## src/rtl/sw_array_if.sv

```systemverilog
// sw_array_if: host S/T/start handshake, PE-chain drive bus and tail taps of the SW sequencer.
interface sw_array_if #(parameter int W = 12);
  logic start;
  logic s_valid, s_ready;
  logic [1:0] s_data;
  logic t_valid, t_ready, t_last;
  logic [1:0] t_data;
  logic arr_changeS, arr_init;
  logic [1:0] arr_S, arr_T;
  logic [W-1:0] arr_MAX, arr_V, arr_F;
  logic tail_init;
  logic [W-1:0] tail_max;
  logic busy, done;
  logic [W-1:0] score;
  modport master (
    output start, s_valid, s_data, t_valid, t_data, t_last, tail_init, tail_max,
    input  s_ready, t_ready, arr_changeS, arr_S, arr_T, arr_init, arr_MAX, arr_V, arr_F,
           busy, done, score
  );
  modport slave (
    input  start, s_valid, s_data, t_valid, t_data, t_last, tail_init, tail_max,
    output s_ready, t_ready, arr_changeS, arr_S, arr_T, arr_init, arr_MAX, arr_V, arr_F,
           busy, done, score
  );
endinterface

```

## src/rtl/sw_array_ctrl.sv

```systemverilog
// sw_array_ctrl: buffers query S and database T, loads S with a changeS wavefront,
// streams T into PE0 without bubbles and returns the tail PE's final score.
module sw_array_ctrl #(
  parameter int N_PE  = 8,
  parameter int T_MAX = 64,
  parameter int W     = 12
) (
  input logic clk,
  input logic rst,
  sw_array_if.slave bus
);
  localparam int SCW = $clog2(N_PE + 1);
  localparam int TCW = $clog2(T_MAX + 1);
  localparam int SIW = $clog2(N_PE);
  localparam int TIW = $clog2(T_MAX);
  typedef enum logic [2:0] {IDLE, FILL, LOAD_S, STREAM, DRAIN} state_t;
  state_t state_q, state_d;
  logic [1:0] s_buf [N_PE];
  logic [1:0] t_buf [T_MAX];
  logic [SCW-1:0] s_cnt_q, s_cnt_d;
  logic [TCW-1:0] t_cnt_q, t_cnt_d, cnt_q, cnt_d;
  logic t_closed_q, t_closed_d, seen_q, seen_d;
  logic [W-1:0] cap_q, cap_d, score_q, score_d;
  logic done_q, done_d, chg_q, chg_d, init_q, init_d;
  logic [1:0] arr_s_q, arr_s_d, arr_t_q, arr_t_d;
  logic s_acc, t_acc, s_full, tracking, tail_fall;
  assign s_full    = s_cnt_q == SCW'(N_PE);
  assign s_acc     = bus.s_valid && bus.s_ready;
  assign t_acc     = bus.t_valid && bus.t_ready;
  assign tracking  = state_q == STREAM || state_q == DRAIN;
  assign tail_fall = seen_q && !bus.tail_init;
  always_ff @(posedge clk) begin
    if (rst) begin
      state_q    <= IDLE;
      s_cnt_q    <= '0;
      t_cnt_q    <= '0;
      cnt_q      <= '0;
      t_closed_q <= 1'b0;
      seen_q     <= 1'b0;
      cap_q      <= '0;
      score_q    <= '0;
      done_q     <= 1'b0;
      chg_q      <= 1'b0;
      init_q     <= 1'b0;
      arr_s_q    <= '0;
      arr_t_q    <= '0;
    end else begin
      state_q    <= state_d;
      s_cnt_q    <= s_cnt_d;
      t_cnt_q    <= t_cnt_d;
      cnt_q      <= cnt_d;
      t_closed_q <= t_closed_d;
      seen_q     <= seen_d;
      cap_q      <= cap_d;
      score_q    <= score_d;
      done_q     <= done_d;
      chg_q      <= chg_d;
      init_q     <= init_d;
      arr_s_q    <= arr_s_d;
      arr_t_q    <= arr_t_d;
    end
  end
  always_ff @(posedge clk) begin
    if (s_acc) s_buf[s_cnt_q[SIW-1:0]] <= bus.s_data;
    if (t_acc) t_buf[t_cnt_q[TIW-1:0]] <= bus.t_data;
  end
  always_comb begin
    state_d = state_q;
    case (state_q)
      IDLE:    if (bus.start) state_d = FILL;
      FILL:    if (s_full && t_closed_q) state_d = LOAD_S;
      LOAD_S:  if (cnt_q == TCW'(N_PE - 1)) state_d = STREAM;
      STREAM:  if (cnt_q == t_cnt_q - TCW'(1)) state_d = DRAIN;
      DRAIN:   if (tail_fall) state_d = IDLE;
      default: state_d = IDLE;
    endcase
  end
  // Buffer counters, phase counter and tail capture; t_cnt doubles as t_len once closed.
  always_comb begin
    s_cnt_d    = state_q == IDLE ? '0 : s_cnt_q + SCW'(s_acc);
    t_cnt_d    = state_q == IDLE ? '0 : t_cnt_q + TCW'(t_acc);
    t_closed_d = state_q != IDLE &&
                 (t_closed_q || (t_acc && (bus.t_last || t_cnt_q == TCW'(T_MAX - 1))));
    cnt_d      = state_d != state_q ? '0 : cnt_q + TCW'(1);
    seen_d     = state_q == IDLE ? 1'b0 : seen_q || (tracking && bus.tail_init);
    cap_d      = state_q == IDLE ? '0 : (tracking && bus.tail_init ? bus.tail_max : cap_q);
    done_d     = state_q == DRAIN && tail_fall;
    score_d    = done_d ? cap_q : score_q;
  end
  // Array drive is computed from the next state so the registered outputs line up with it.
  always_comb begin
    chg_d   = state_d == LOAD_S && cnt_d == '0;
    arr_s_d = state_d == LOAD_S ? s_buf[cnt_d[SIW-1:0]] : 2'b00;
    arr_t_d = state_d == STREAM ? t_buf[cnt_d[TIW-1:0]] : 2'b00;
    init_d  = state_d == STREAM;
  end
  assign bus.s_ready     = state_q == FILL && !s_full;
  assign bus.t_ready     = state_q == FILL && !t_closed_q;
  assign bus.arr_changeS = chg_q;
  assign bus.arr_S       = arr_s_q;
  assign bus.arr_T       = arr_t_q;
  assign bus.arr_init    = init_q;
  assign bus.arr_MAX     = '0;
  assign bus.arr_V       = '0;
  assign bus.arr_F       = W'(12'h900);
  assign bus.busy        = state_q != IDLE;
  assign bus.done        = done_q;
  assign bus.score       = score_q;
endmodule

```

## src/flat_wrapper.sv

```systemverilog
// flat-port wrapper written by rule: the top's interface ports become plain ports
module sw_array_ctrl_flat 
#(
  parameter int N_PE  = 8,
  parameter int T_MAX = 64,
  parameter int W     = 12
)
  (clk, rst, bus_start, bus_s_valid, bus_s_data, bus_t_valid, bus_t_data, bus_t_last, bus_tail_init, bus_tail_max, bus_s_ready, bus_t_ready, bus_arr_changeS, bus_arr_S, bus_arr_T, bus_arr_init, bus_arr_MAX, bus_arr_V, bus_arr_F, bus_busy, bus_done, bus_score);
  sw_array_if #(.W(W)) bus_i ();
  input logic clk;
  input logic rst;
  input wire logic [$bits(bus_i.start)-1:0] bus_start;
  input wire logic [$bits(bus_i.s_valid)-1:0] bus_s_valid;
  input wire logic [$bits(bus_i.s_data)-1:0] bus_s_data;
  input wire logic [$bits(bus_i.t_valid)-1:0] bus_t_valid;
  input wire logic [$bits(bus_i.t_data)-1:0] bus_t_data;
  input wire logic [$bits(bus_i.t_last)-1:0] bus_t_last;
  input wire logic [$bits(bus_i.tail_init)-1:0] bus_tail_init;
  input wire logic [$bits(bus_i.tail_max)-1:0] bus_tail_max;
  output wire logic [$bits(bus_i.s_ready)-1:0] bus_s_ready;
  output wire logic [$bits(bus_i.t_ready)-1:0] bus_t_ready;
  output wire logic [$bits(bus_i.arr_changeS)-1:0] bus_arr_changeS;
  output wire logic [$bits(bus_i.arr_S)-1:0] bus_arr_S;
  output wire logic [$bits(bus_i.arr_T)-1:0] bus_arr_T;
  output wire logic [$bits(bus_i.arr_init)-1:0] bus_arr_init;
  output wire logic [$bits(bus_i.arr_MAX)-1:0] bus_arr_MAX;
  output wire logic [$bits(bus_i.arr_V)-1:0] bus_arr_V;
  output wire logic [$bits(bus_i.arr_F)-1:0] bus_arr_F;
  output wire logic [$bits(bus_i.busy)-1:0] bus_busy;
  output wire logic [$bits(bus_i.done)-1:0] bus_done;
  output wire logic [$bits(bus_i.score)-1:0] bus_score;
  assign bus_i.start = bus_start;
  assign bus_i.s_valid = bus_s_valid;
  assign bus_i.s_data = bus_s_data;
  assign bus_i.t_valid = bus_t_valid;
  assign bus_i.t_data = bus_t_data;
  assign bus_i.t_last = bus_t_last;
  assign bus_i.tail_init = bus_tail_init;
  assign bus_i.tail_max = bus_tail_max;
  assign bus_s_ready = bus_i.s_ready;
  assign bus_t_ready = bus_i.t_ready;
  assign bus_arr_changeS = bus_i.arr_changeS;
  assign bus_arr_S = bus_i.arr_S;
  assign bus_arr_T = bus_i.arr_T;
  assign bus_arr_init = bus_i.arr_init;
  assign bus_arr_MAX = bus_i.arr_MAX;
  assign bus_arr_V = bus_i.arr_V;
  assign bus_arr_F = bus_i.arr_F;
  assign bus_busy = bus_i.busy;
  assign bus_done = bus_i.done;
  assign bus_score = bus_i.score;
  sw_array_ctrl #(.N_PE(N_PE), .T_MAX(T_MAX), .W(W)) u_core (.clk(clk), .rst(rst), .bus(bus_i));
endmodule
```

## config.mk

```make
export PLATFORM = sky130hd
export DESIGN_NAME = sw_array_ctrl_flat
export DESIGN_NICKNAME = d
export VERILOG_FILES = /design/src/rtl/sw_array_if.sv /design/src/rtl/sw_array_ctrl.sv /design/src/flat_wrapper.sv
export SDC_FILE = /design/constraint.sdc
export NUM_CORES = 1
export LEC_CHECK = 0
export CORE_ASPECT_RATIO = 1.2
export CORE_MARGIN = 3
export CORE_UTILIZATION = 49
export DETAILED_ROUTE_END_ITERATION = 10
export DONT_BUFFER_PORTS = 1
export SLEW_MARGIN = 40
export SYNTH_ARGS = -nofsm -noshare
export SYNTH_HDL_FRONTEND = slang
export SYNTH_SLANG_ARGS = --single-unit
```

## constraint.sdc

```tcl
create_clock -name clk -period 3.9 [get_ports clk]
set_input_delay 0.975 -clock clk [delete_from_list [all_inputs] [get_ports clk]]
set_output_delay 0.975 -clock clk [all_outputs]
set_load 0.05 [all_outputs]
```

# Word level (Yosys, flattened, before mapping)
# Memories as Yosys holds them, arrays and structs flattened. A register that Yosys moved wholly into a read port is not among the register bits.
# Cells that the tools add are included.
dict set report word_totals {
  register_bits 50
  latchBits 0
  mem_bits_rw 144
  rom_bits 0
  input_bits 23
  out_inout_bits 58
  elab_cells 65
  mem_count 2
}
dict set report classes {
  addsub 4
  mul 0
  n_div 0
  n_lt_le_gt_ge 0
  eq_ne 11
  shift 0
  muxes 11
  bitwise_logic 2
  n_reduce_logical 24
}
# memory words width rd rd_clocked_by_memory_dff write_ports line_no
set memory_table {}
lappend memory_table {u_core.t_buf 64 2 1 1 1 sw_array_ctrl.sv:19} ;# logic [1:0] t_buf [T_MAX];
lappend memory_table {u_core.s_buf 8 2 1 1 1 sw_array_ctrl.sv:18} ;# logic [1:0] s_buf [N_PE];
# op n
set op_table {}
lappend op_table {{$mux 3} 5}
lappend op_table {{$pmux 3 s5} 1}
lappend op_table {{$eq 3x2->1 const B} 4}
lappend op_table {{$logic_and 1x1->1} 11}
lappend op_table {{$add 7x1->7} 1}
lappend op_table {{$add 7x1->7 const B} 1}
lappend op_table {{$eq 7x3->1 const B} 1}
lappend op_table {{$eq 7x6->1 const B} 1}
lappend op_table {{$eq 7x7->1} 1}
lappend op_table {{$logic_not 7->1} 1}
lappend op_table {{$mux 7} 1}
lappend op_table {{$sub 7x1->7 const B} 1}
lappend op_table {{$reduce_or 2->1} 3}
lappend op_table {{$add 4x1->4} 1}
lappend op_table {{$eq 4x4->1 const B} 1}
lappend op_table {{$logic_or 1x1->1} 4}
lappend op_table {{$mux 1} 4}
lappend op_table {{$eq 3x1->1 const B} 1}
lappend op_table {{$eq 3x3->1 const B} 1}
lappend op_table {{$logic_not 1->1} 3}
lappend op_table {{$logic_not 3->1} 1}
lappend op_table {{$ne 3x3->1} 1}
lappend op_table {{$reduce_bool 3->1} 1}
lappend op_table {{$not 1->1} 2}

# Logic depth before layout (Yosys ltp)
dict set report logic_depth {
  word_depth 8
  mapped_depth 12
  depth_no_buf 11
}

# Worst setup path after synthesis
# OpenSTA, ideal clock, no wires.
dict set report synth_path {
  kind {reg2reg}
  from {reg u_core.state_q[0]}
  to {reg u_core.t_cnt_q[6]}
  setup_time_ns 0.128
  arrival_time_ns 3.008
  t_required_ns 3.772
  path_slack_ns 0.764
  path_stages_with_launch 12
  n_path_buf 2
  period_less_slack_ns 3.136
  cell_sequence {dfxtp_1 clkbuf_1 nand2b_1 nor3_1 and2_1 clkbuf_1 ha_1 ha_1 nand3_1 nor2_1 xnor2_1 nor2_1}
}
dict set report synth_via {
  elab_chain_cells 4
  word_cells_on_any_way 6
  cone_classes {add/sub: 1; eq/ne: 1; reduce/logical: 4}
}
# item line_no
set synth_lines {}
lappend synth_lines {{from (decl)} sw_array_ctrl.sv:17} ;# state_t state_q, state_d;
lappend synth_lines {{from (signal assigned)} sw_array_ctrl.sv:48} ;# state_q <= state_d;
lappend synth_lines {{$eq 3x1->1} sw_array_ctrl.sv:98} ;# assign bus.t_ready = state_q == FILL && !t_closed_q;
lappend synth_lines {{$logic_and 1x1->1} sw_array_ctrl.sv:98}
lappend synth_lines {{net bus_t_ready} flat_wrapper.sv:21} ;# output wire logic [$bits(bus_i.t_ready)-1:0] bus_t_ready;
lappend synth_lines {{$logic_and 1x1->1} sw_array_ctrl.sv:29} ;# assign t_acc = bus.t_valid && bus.t_ready;
lappend synth_lines {{$add 7x1->7} sw_array_ctrl.sv:81} ;# t_cnt_d = state_q == IDLE ? '0 : t_cnt_q + TCW'(t_acc);
lappend synth_lines {{to (signal assigned)} sw_array_ctrl.sv:50} ;# t_cnt_q <= t_cnt_d;
lappend synth_lines {{to (decl)} sw_array_ctrl.sv:21} ;# logic [TCW-1:0] t_cnt_q, t_cnt_d, cnt_q, cnt_d;
# The timed path passes the listed nets, and every way through them passes these cells.
# A chain may end at the register's enable or synchronous reset.

# Worst setup path in the final report
dict set report layout_path {
  from {reg u_core.t_cnt_q[1]}
  to {reg u_core.arr_t_q[0] (netlist: u_core.bus.arr_T[0]) (read register of u_core.t_buf)}
}
dict set report layout_via {
  elab_chain_cells 7
  word_cells_on_any_way 9
  cone_classes {add/sub: 1; eq/ne: 3; mux: 3; bitwise: 1; reduce/logical: 1}
}
# item line_no
set layout_lines {}
lappend layout_lines {{$sub 7x1->7 (*)} sw_array_ctrl.sv:73} ;# STREAM: if (cnt_q == t_cnt_q - TCW'(1)) state_d = DRAIN;
lappend layout_lines {{$eq 7x7->1 (*)} sw_array_ctrl.sv:73}
lappend layout_lines {{$mux 3 (*)} sw_array_ctrl.sv:73}
lappend layout_lines {{$pmux 3 s5 (*)} sw_array_ctrl.sv:69} ;# case (state_q)
lappend layout_lines {{$eq 3x2->1} sw_array_ctrl.sv:94} ;# arr_t_d = state_d == STREAM ? t_buf[cnt_d[TIW-1:0]] : 2'b00;
lappend layout_lines {{$not 1->1 (no line)} n/a}
lappend layout_lines {{$reduce_or 2->1 (no line)} n/a}
lappend layout_lines {{to (decl)} sw_array_ctrl.sv:25} ;# logic [1:0] arr_s_q, arr_s_d, arr_t_q, arr_t_d;
# Mark *: on every way between the ends. The rest lies on a longest branch, timed or not.

==> reports/qor.csv <==
stage,metric,value,unit
cts,cts_resized,0,
cts,numCtsBuffers,17,
cts,post-cts-setup-buffers,0,
placement,dp_hpwl,14100,microns
pwr,p_per_area,457,nW/um^2
critical_path,r2r_start,u_core.t_cnt_q[1],
route,drc_errors,0,
sta,hold_viol,0,
layout,layout_commonest_cell,edfxtp_1,
critical_path,arrival,3.61,ns
sta,setup_viol,0,
floorplan,num_io_pins,81,
grt,grt_pass1_vias,5378,
floorplan,die_width,128,microns
route,vias_per_cell,5.74,
cts,cts_root_buffer,clkbuf_16,
yosys,synth_edf_count,144,
route,drt_iter0_markers,380,
grt,grt_max_degree,65,
route,vias,5363,
yosys,async_reset_ff_frac,0,
placement,port_buffers,0,
layout,area.growth.synth_to_final,7.52,%
cts,hold_buffers,0,
critical_path,crit_required,4.23,ns
hold_path,worstHoldPathCells,2,
critical_path,start_kind,flop,
floorplan,core_area,17200,sq um
sta,slew_headroom,0.434,
critical_path,r2r_cells,10,
grt,track_usage,0.216,
route,firstDrtPassIters,5,
cts,cts-root-to-sink-buffers,2,
layout,diodes,0,
job,max_cap_violations,0,
yosys,ys_ff_latch,198,
hold_path,holdPathEnd,u_core.bus.score[9],
layout,layout.nets,735,
cts,cts_tree,yes,
grt,grt.overflow.total,0,
floorplan,num_rows,52,
sta,timing.hold.ws,0.448,ns
cts,clk_latency,0.43,ns
critical_path,path_max_fanout,10,
yosys,yosysUniqueCellTypes,61,
yosys,ys_warn_count,0,
yosys,syn_avg_cell_area,12.2,sq um
route,antenna_left,0,
route,drt-total-wl,20500,microns
critical_path,critPathMaxStageDelay,0.55,ns
critical_path,crit_top_cell,a211oi_1,
cts,clk_pin_slew,0.07,ns
hold_path,hp-start,u_core.cap_q[9],
layout,finalNonFillerCells,934,
sta,finalCritPeriodShare,0.841,
layout,drive_gt1_frac,0.110,
grt,antenna_found_initial,0,
placement,dp.cells,902,
layout,fin_util,0.548,
yosys,ys_seq_area_frac,0.618,
layout,multi_input_area,3030,sq um
sta,min_period,3.28,ns
sta,fin_tns_setup,0,ns
grt,grt_pass1_wl,31400,microns
route,routedWlPerCell,21.9,microns
yosys,synth_ff_type,edfxtp_1,
hold_path,hp-class,reg2reg,
critical_path,worstSetupPathType,reg2reg,
sta,skew,0.00875,ns
yosys,syn-cell-area,8750,sq um
layout,fillers,1439,
pwr,vdd_drop_max,307,uV
outcome,outcome,finished clean,
floorplan,die_h,152,microns
sta,final_max_slew_viol_count,0,
cts,cts_sinks,198,
cts,cts_max_level,4,
sta,rsz0062_at_grt,false,
pwr,p_leak,3.15,nW
critical_path,slowest_stage,dfxtp_1,
layout,regArea,5410,sq um
floorplan,initial_core_util,0.509,
layout,layout_common_cells,"144 x edfxtp_1, 121 x nor2_1, 53 x dfxtp_1, 49 x nand2_1, 36 x conb_1",
critical_path,worstSetupEndpointType,flop,
critical_path,r2r-end,u_core.bus.arr_T[0],
sta,worst_pin_slew,0.846,ns
floorplan,die_area,19500,sq um
critical_path,crit_chain,"inv_1, ha_1, nor2b_2, or3_1, a31o_1, a211oi_1, o21ai_1, a211oi_1, o221ai_1, and3_1",
placement,globalplace.congestion,0.954,
yosys,syn_inst,715,
critical_path,reg2reg_slack,0.62,ns
sta,fmax,305,MHz
per-layer routing:
layer	track usage	part of all wire	wire (microns)	up-vias
met2	0.366	0.51	10400	163
met3	0.0473	0.046	940	31
met4	0.0688	0.024	489	0
met5	0	0	0	-
li1	-	-	-	2509
met1	0.275	0.42	8660	2660
critical path: cells and delay by family (launching register included):
kind / cells / cell delay [ns]
AO/OA/AOI/OAI: 5 / 1.55
adder cells (fa/ha/maj): 1 / 0.23
buffers and inverters: 1 / 0.13
flip-flops: 1 / 0.55
AND/OR/NAND/NOR: 3 / 0.71
Yosys cell counts (8+ instances only):
library cell	number	area share
a21oi_1	30	0.017
a22oi_1	8	0.0069
a31oi_1	9	0.0064
and2_1	9	0.0064
buf_4	36	0.031
clkbuf_1	24	0.010
dfxtp_1	54	0.12
edfxtp_1	144	0.49
inv_1	10	0.0043
mux2i_1	29	0.033
mux4_2	21	0.054
nand2_1	49	0.021
nand2b_1	9	0.0064
nand3_1	20	0.011
nor2_1	121	0.052
nor3_1	14	0.0080
o21ai_0	10	0.0057
xnor2_1	13	0.013
xor2_1	8	0.0080
cell families (layout without fill, tap and decap cells):
logic type | after synthesis | after routing | synth area share
AND/OR/NAND/NOR | 254 | 254 | 0.132
flip-flops | 198 | 198 | 0.618
AO/OA/AOI/OAI | 96 | 96 | 0.0744
buffers and inverters | 84 | 53 | 0.0525
multiplexers | 53 | 53 | 0.0911
XOR/XNOR | 21 | 21 | 0.0210
adder cells (fa/ha/maj) | 7 | 7 | 0.0100
other | 2 | 36 | 0.000859
worst max path at each step:
stage | startpoint | endpoint | depth (start not counted)
2_1_floorplan | u_core.state_q[0] | u_core.t_cnt_q[6] | 11
3_3_place_gp | u_core.t_cnt_q[1] | u_core.bus.arr_T[1] | 10
3_5_place_dp | u_core.t_cnt_q[1] | u_core.bus.arr_T[0] | 10
4_1_cts | u_core.t_cnt_q[1] | u_core.bus.arr_T[0] | 10
5_1_grt | u_core.t_cnt_q[1] | u_core.bus.arr_T[1] | 10
6_report | u_core.t_cnt_q[1] | u_core.bus.arr_T[0] | 10
where the power goes:
| group | internal, mW | leakage, nW | switching (mW) | total (mW) |
|---|---|---|---|---|
| clock network | 0.938 | 0.292 | 0.766 | 1.70 |
| registers | 2.26 | 1.73 | 0.00977 | 2.27 |
| logic | 0.100 | 1.13 | 0.228 | 0.328 |
final cells by class:
| type | count | share of cell area |
|---|---|---|
| clock buffer | 23 | 0.0545 |
| inverter | 10 | 0.00399 |
| timing repair buffer | 11 | 0.00878 |
| sequential | 198 | 0.575 |
| multi-input combinational | 467 | 0.322 |
| clock inverter | 9 | 0.00678 |
| tap | 216 | 0.0287 |
per-stage QoR:
step	power (mW)	area, sq um	setup WS, ns
floorplan	2.60	8870	0.764
global placement	2.64	8820	0.813
detailed placement	2.64	8820	0.714
CTS	4.33	9400	0.673
global route	4.45	9410	0.430
finish	4.30	9410	0.622
registers in the layout (all words and copies together) (netlist names):
signal,flops
u_core.s_buf,16
u_core.bus.arr_T,2
u_core.bus.arr_S,2
u_core.bus.score,12
u_core.bus.arr_changeS,1
u_core.bus.arr_init,1
u_core.t_closed_q,1
u_core.t_cnt_q,7
u_core.cnt_q,7
u_core.s_cnt_q,4
u_core.cap_q,12
u_core.t_buf,128
u_core.bus.done,1
u_core.seen_q,1
u_core.state_q,3
Power figures use the tool's default switching activity.
==> RTL edit 1, RTL diff (same flow settings) <==
`T_MAX` is set to 64 in 2 places; all go to 32.
--- a/src/rtl/sw_array_ctrl.sv
+++ b/src/rtl/sw_array_ctrl.sv
@@ -2,7 +2,7 @@
 // streams T into PE0 without bubbles and returns the tail PE's final score.
 module sw_array_ctrl #(
   parameter int N_PE  = 8,
-  parameter int T_MAX = 64,
+  parameter int T_MAX = 32,
   parameter int W     = 12
 ) (
   input logic clk,
--- a/src/flat_wrapper.sv
+++ b/src/flat_wrapper.sv
@@ -2,7 +2,7 @@
 module sw_array_ctrl_flat 
 #(
   parameter int N_PE  = 8,
-  parameter int T_MAX = 64,
+  parameter int T_MAX = 32,
   parameter int W     = 12
 )
   (clk, rst, bus_start, bus_s_valid, bus_s_data, bus_t_valid, bus_t_data, bus_t_last, bus_tail_init, bus_tail_max, bus_s_ready, bus_t_ready, bus_arr_changeS, bus_arr_S, bus_arr_T, bus_arr_init, bus_arr_MAX, bus_arr_V, bus_arr_F, bus_busy, bus_done, bus_score);
Behaviour: no difference found for any inputs over 10 cycles, from zero or initial values and one cycle with rst high; that may be too few to reach the edited logic, so the function may still have changed.
==> RTL edit 1 against the unedited design <==
Global-route usage shrank 3.3 points; sequential share of layout area shrank 4.4 points; wire length shrank 43%; synthesized area shrank 32%; count of clock-buffer cells in the layout grew 2; synthesized cell count shrank 28%; sequential cell count shrank 66; setup slack gained 0.076 ns; total power shrank 28%; final area shrank 31%; critical path depth is the same; critical endpoint unchanged; highest routed layer is now met5.
==> RTL edit 1: results (changes against the unedited design) <==
Yosys
  • Register area share after synthesis: 57.5% (-4.3 points)
  • Cells after synthesis: 513 (-28%)
  • Most frequent cells after synthesis: edfxtp_1, nor2_1, dfxtp_1, nand2_1, buf_4
  • Largest cells by area after synthesis: edfxtp_1, dfxtp_1, mux4_2, nor2_1, buf_4
  • Post-synth cell types: 62 (+1.6%)

Global route
  • Antenna violations before repair: 1 (+1)
  • GRT met3 Usage: 5.00% (+0.27 points)
  • Met2 usage: 29.7% (-7.0 points)
  • GRT Util Overall: 18.2% (-3.3 points)
  • Met1 Usage GRT: 23.7% (-3.8 points)
  • Vias in the first global route: 3578 (-33%)
  • First-pass GRT wire length: 19000 um (-40%)

Layout
  • Clock buffer cells: 25 (+8.7%)
  • Final-layout fill cell count: 1024 (-29%)
  • Fin cells: 681 (-27%)
  • Max reg flops: 64 (-50%)
  • Nonclk buf count: 5 (-6)
  • NonClk Buf Share: 0.578% (-0.30 points)
  • Multi-In Gates: 346 (-26%)
  • Finished Core Util: 55.3% (+0.58 points)
  • Sequential standard cell area: 0.00344 sq mm (-36%)
  • Area of the multi-input gates: 0.00228 sq mm (-25%)
  • Seq cells: 132 (-33%)
  • Clock-cell share of area: 7.73% (+1.6 points)

Power and ir drop
  • Pwr per Cell Area: 480 mW/mm^2 (+5.0%)
  • Pint: 2.38 mW (-28%)
  • Logic pwr share: 8.4% (+0.8 points)
  • VDD IR-drop max: 241 uV (-22%)
  • Sequential Power Share: 47.9% (-4.8 points)

Clocking
  • Clock slew at reported path FFs: 0.05 ns (-0.02 ns)
  • Clock latency on the worst-skew pair: 0.40 ns (-0.03 ns)

Routing
  • DRT iter0 DRCs: 204 (-46%)
  • Vias per inst: 5.37 (-6.6%)
  • Wl on met1: 5080 um (-41%)
  • WL met3: 653 um (-31%)
  • DR WL met2: 5860 um (-44%)
  • Top Metal Used: met5
  • WL/cell: 17.3 um (-21%)
  • Drt pass-1 iters: 4 (-1)

Worst setup path
  • Slowest cell on the critical path: nor4_1
  • Worst path max stage delay: 0.53 ns (-0.02 ns)
  • Crit path max fanout: 18 (+8)
  • Reg2Reg Setup Slack: 0.70 ns (+0.08 ns)
  • Crit. Startpoint: u_core.t_cnt_q[0]

Timing
  • Clock skew: 0.00668 ns (-0.00207 ns)
  • Final min period: 3.20 ns (-0.0759 ns)
  • Final hold slack: 0.446 ns (-0.00199 ns)
  • Relative slew slack: 47.8% (+4.3 points)

Outcome
  • Status: finished, final reports clean

Place
  • Routability congestion estimate: 0.813 (-15%)
  • Placement Setup Slack: 0.739 ns (+0.0247 ns)
  • Placed cells: 649 (-28%)
  • Placed Instance Area: 0.00597 sq mm (-32%)
  • Hpwl dp: 8070 um (-43%)
RTL edit 1: cell types whose count changed in the layout (fill, tap and decap cells not counted), moves of 6 or more:
cell / before / now
edfxtp_1: 144 / 80
buf_4: 11 / 5
a31oi_1: 9 / 1
nor2_1: 121 / 75
o211ai_1: 7 / 1
mux2i_1: 29 / 22
nor3_1: 12 / 6
nand3_1: 20 / 13
a211oi_1: 6 / 0
mux4_2: 21 / 13
a22oi_1: 8 / 1
RTL edit 1: cell families after synthesis:
| family | count (synthesis) | share of synthesized area (%) |
|---|---|---|
| AOI/OAI and AO/OA | 61 | 7.17 |
| xor gates and xnor gates | 18 | 2.63 |
| adders and majority gates | 9 | 1.88 |
| buffers and inverters | 69 | 7.27 |
| DFF | 132 | 57.5 |
| muxes | 36 | 8.75 |
| other | 2 | 0.125 |
| and+or+nand+nor | 186 | 14.7 |
==> RTL edit 2, RTL diff (same flow settings) <==
Made on the original files. The 5 states of `state_t` get a Gray code encoding in 3 bits.
--- a/src/rtl/sw_array_ctrl.sv
+++ b/src/rtl/sw_array_ctrl.sv
@@ -13,7 +13,7 @@
   localparam int TCW = $clog2(T_MAX + 1);
   localparam int SIW = $clog2(N_PE);
   localparam int TIW = $clog2(T_MAX);
-  typedef enum logic [2:0] {IDLE, FILL, LOAD_S, STREAM, DRAIN} state_t;
+  typedef enum logic [2:0] {IDLE = 3'b000, FILL = 3'b001, LOAD_S = 3'b011, STREAM = 3'b010, DRAIN = 3'b110} state_t;
   state_t state_q, state_d;
   logic [1:0] s_buf [N_PE];
   logic [1:0] t_buf [T_MAX];
Check against the original RTL: same outputs for any inputs over 10 cycles, from zero or initial values and one cycle with rst high; not proved beyond that.
==> RTL edit 2 against the unedited design <==
Total power up 0.29%; synthesized area increased by 1.2%; cell count grew 5.1%; setup slack lost 0.13 ns; final area increased by 0.31%; hold slack worse by 0.0021 ns; wire length is 1.2% higher; sequential power about the same; clock skew is 0.0075 ns higher; count of clock-buffer cells in the layout shrank 4; critical path depth rose by 2; sequential share of layout area is 0.18 points lower; utilization down 1.3 points; sequential cell count did not move.
==> RTL edit 2: results (changes against the unedited design) <==
Clocking
  • H-tree depth: 4 (unchanged)

Yosys
  • Post-synthesis adder-cell area fraction: 0.990% (-0.011 points)
  • Synth Area in Compound Gates: 8.70% (+1.3 points)
  • Post-synth cell types: 65 (+6.6%)
  • Most frequent cells after synthesis: edfxtp_1, nor2_1, nand2_1, dfxtp_1, a21oi_1
  • Register area share after synthesis: 61.1% (-0.71 points)
  • Largest cells by area after synthesis: edfxtp_1, dfxtp_1, nor2_1, mux4_2, nand2_1
  • Syn Area/Cell: 11.5 sq um (-5.9%)
  • Post-synthesis mux area share: 5.92% (-3.2 points)

Layout
  • Seq cells: 198 (unchanged)
  • Final-layout fill cell count: 1522 (+5.8%)
  • Share of post-route cells with drive strength above 1: 9.71% (-1.3 points)
  • Nonclk inv count: 8 (-2)
  • Clock-cell share of area: 5.97% (-0.16 points)
  • Clock buffer cells: 19 (-17%)
  • Final net count: 780 (+6.1%)
  • Multi-input gate share of total cell area: 32.6% (+0.38 points)
  • Finished Core Util: 53.5% (-1.3 points)
  • NonClk Buf Share: 0.875% (-0.0027 points)
  • Multi-In Gates: 514 (+10%)

Place
  • Hpwl dp: 14300 um (+1.4%)
  • Placed Instance Area: 0.00886 sq mm (+0.48%)
  • Routability congestion estimate: 0.912 (-4.4%)
  • Placed cells: 951 (+5.4%)

Global route
  • First-pass GRT wire length: 32400 um (+3.1%)
  • GRT met3 Usage: 4.16% (-0.57 points)
  • Met1 Usage GRT: 27.5% (+0.036 points)
  • GRT Util Overall: 21.6% (about the same)
  • Met2 usage: 37.4% (+0.81 points)

Worst setup path
  • Crit path max fanout: 21 (+11)
  • Arrival @ worst endpoint: 3.72 ns (+0.11 ns)

Routing
  • DR WL met2: 10900 um (+5.0%)
  • Wl on met1: 8560 um (-1.1%)
  • Via count: 5727 (+6.8%)
  • Vias per inst: 5.83 (+1.6%)
  • DRT iter0 DRCs: 408 (+7.4%)
  • WL met3: 935 um (-0.53%)
  • WL/cell: 21.1 um (-3.7%)

Outcome
  • Status: finished, final reports clean

Power and ir drop
  • Lkg Pwr: 3.10 nW (-1.7%)
  • VDD IR-drop max: 305 uV (-0.79%)

Timing
  • Clock skew: 0.0162 ns (+0.00746 ns)
  • Worst slew pin tran: 0.748 ns (-0.0977 ns)

Worst hold path
  • Min-Delay Path Class: reg2reg

Floorplanning
  • Die width: 129 um (+0.55%)
[RTL edit 2: cell count changes after synthesis, moves of 5 or more]
cell and change:
nand2_1 +27, a21oi_1 +22, mux2i_1 -13, o21ai_0 +13, nor2_1 -11, a22oi_1 -8
mux4_2 -7, a31oi_1 -6, nand3_1 +6, nor3_1 +5, xnor2_1 -5
[RTL edit 2: worst paths after layout]
kind                                        start                    to  slack (ns)  cells past startpoint
worst min-delay path             u_core.cap_q[11]  u_core.bus.score[11]        0.45                      2
worst max register to register  u_core.t_cnt_q[1]   u_core.bus.arr_T[1]        0.50                     12
worst min register to register   u_core.cap_q[11]  u_core.bus.score[11]        0.45                      2
worst max-delay path            u_core.t_cnt_q[1]   u_core.bus.arr_T[1]        0.50                     12
[RTL edit 2: power breakdown]
group          switching (mW)  internal [mW]
registers             0.00894           2.26
logic                   0.246         0.0982
clock network           0.758          0.942
total                    1.01           3.30
[RTL edit 2: critical path: stages, from the launching register on]
cell	delay [ns]
dfxtp_1	0.41
inv_1	0.14
ha_1	0.20
or3b_1	0.40
o31a_1	0.26
nor3_1	0.21
o2111ai_1	0.30
buf_4	0.27
nand2_2	0.33
nor4_1	0.12
nor4_1	0.36
o311a_1	0.24
a211oi_2	0.04
[RTL edit 2: through the flow]
step	power [mW]	setup WS [ns]
after floorplan	2.62	0.799
after global placement	2.65	0.657
after detailed placement	2.66	0.555
after CTS	4.33	0.534
after global routing	4.45	0.292
final	4.31	0.496
[RTL edit 2: kinds of logic (layout without fill, tap and decap cells)]
family / after synthesis / in the layout
compound gates: 123 / 123
buf+inv: 91 / 50
flops: 198 / 198
other cells: 2 / 36
simple gates: 294 / 294
mux: 34 / 34
xor+xnor: 20 / 20
fa+ha+maj: 7 / 7
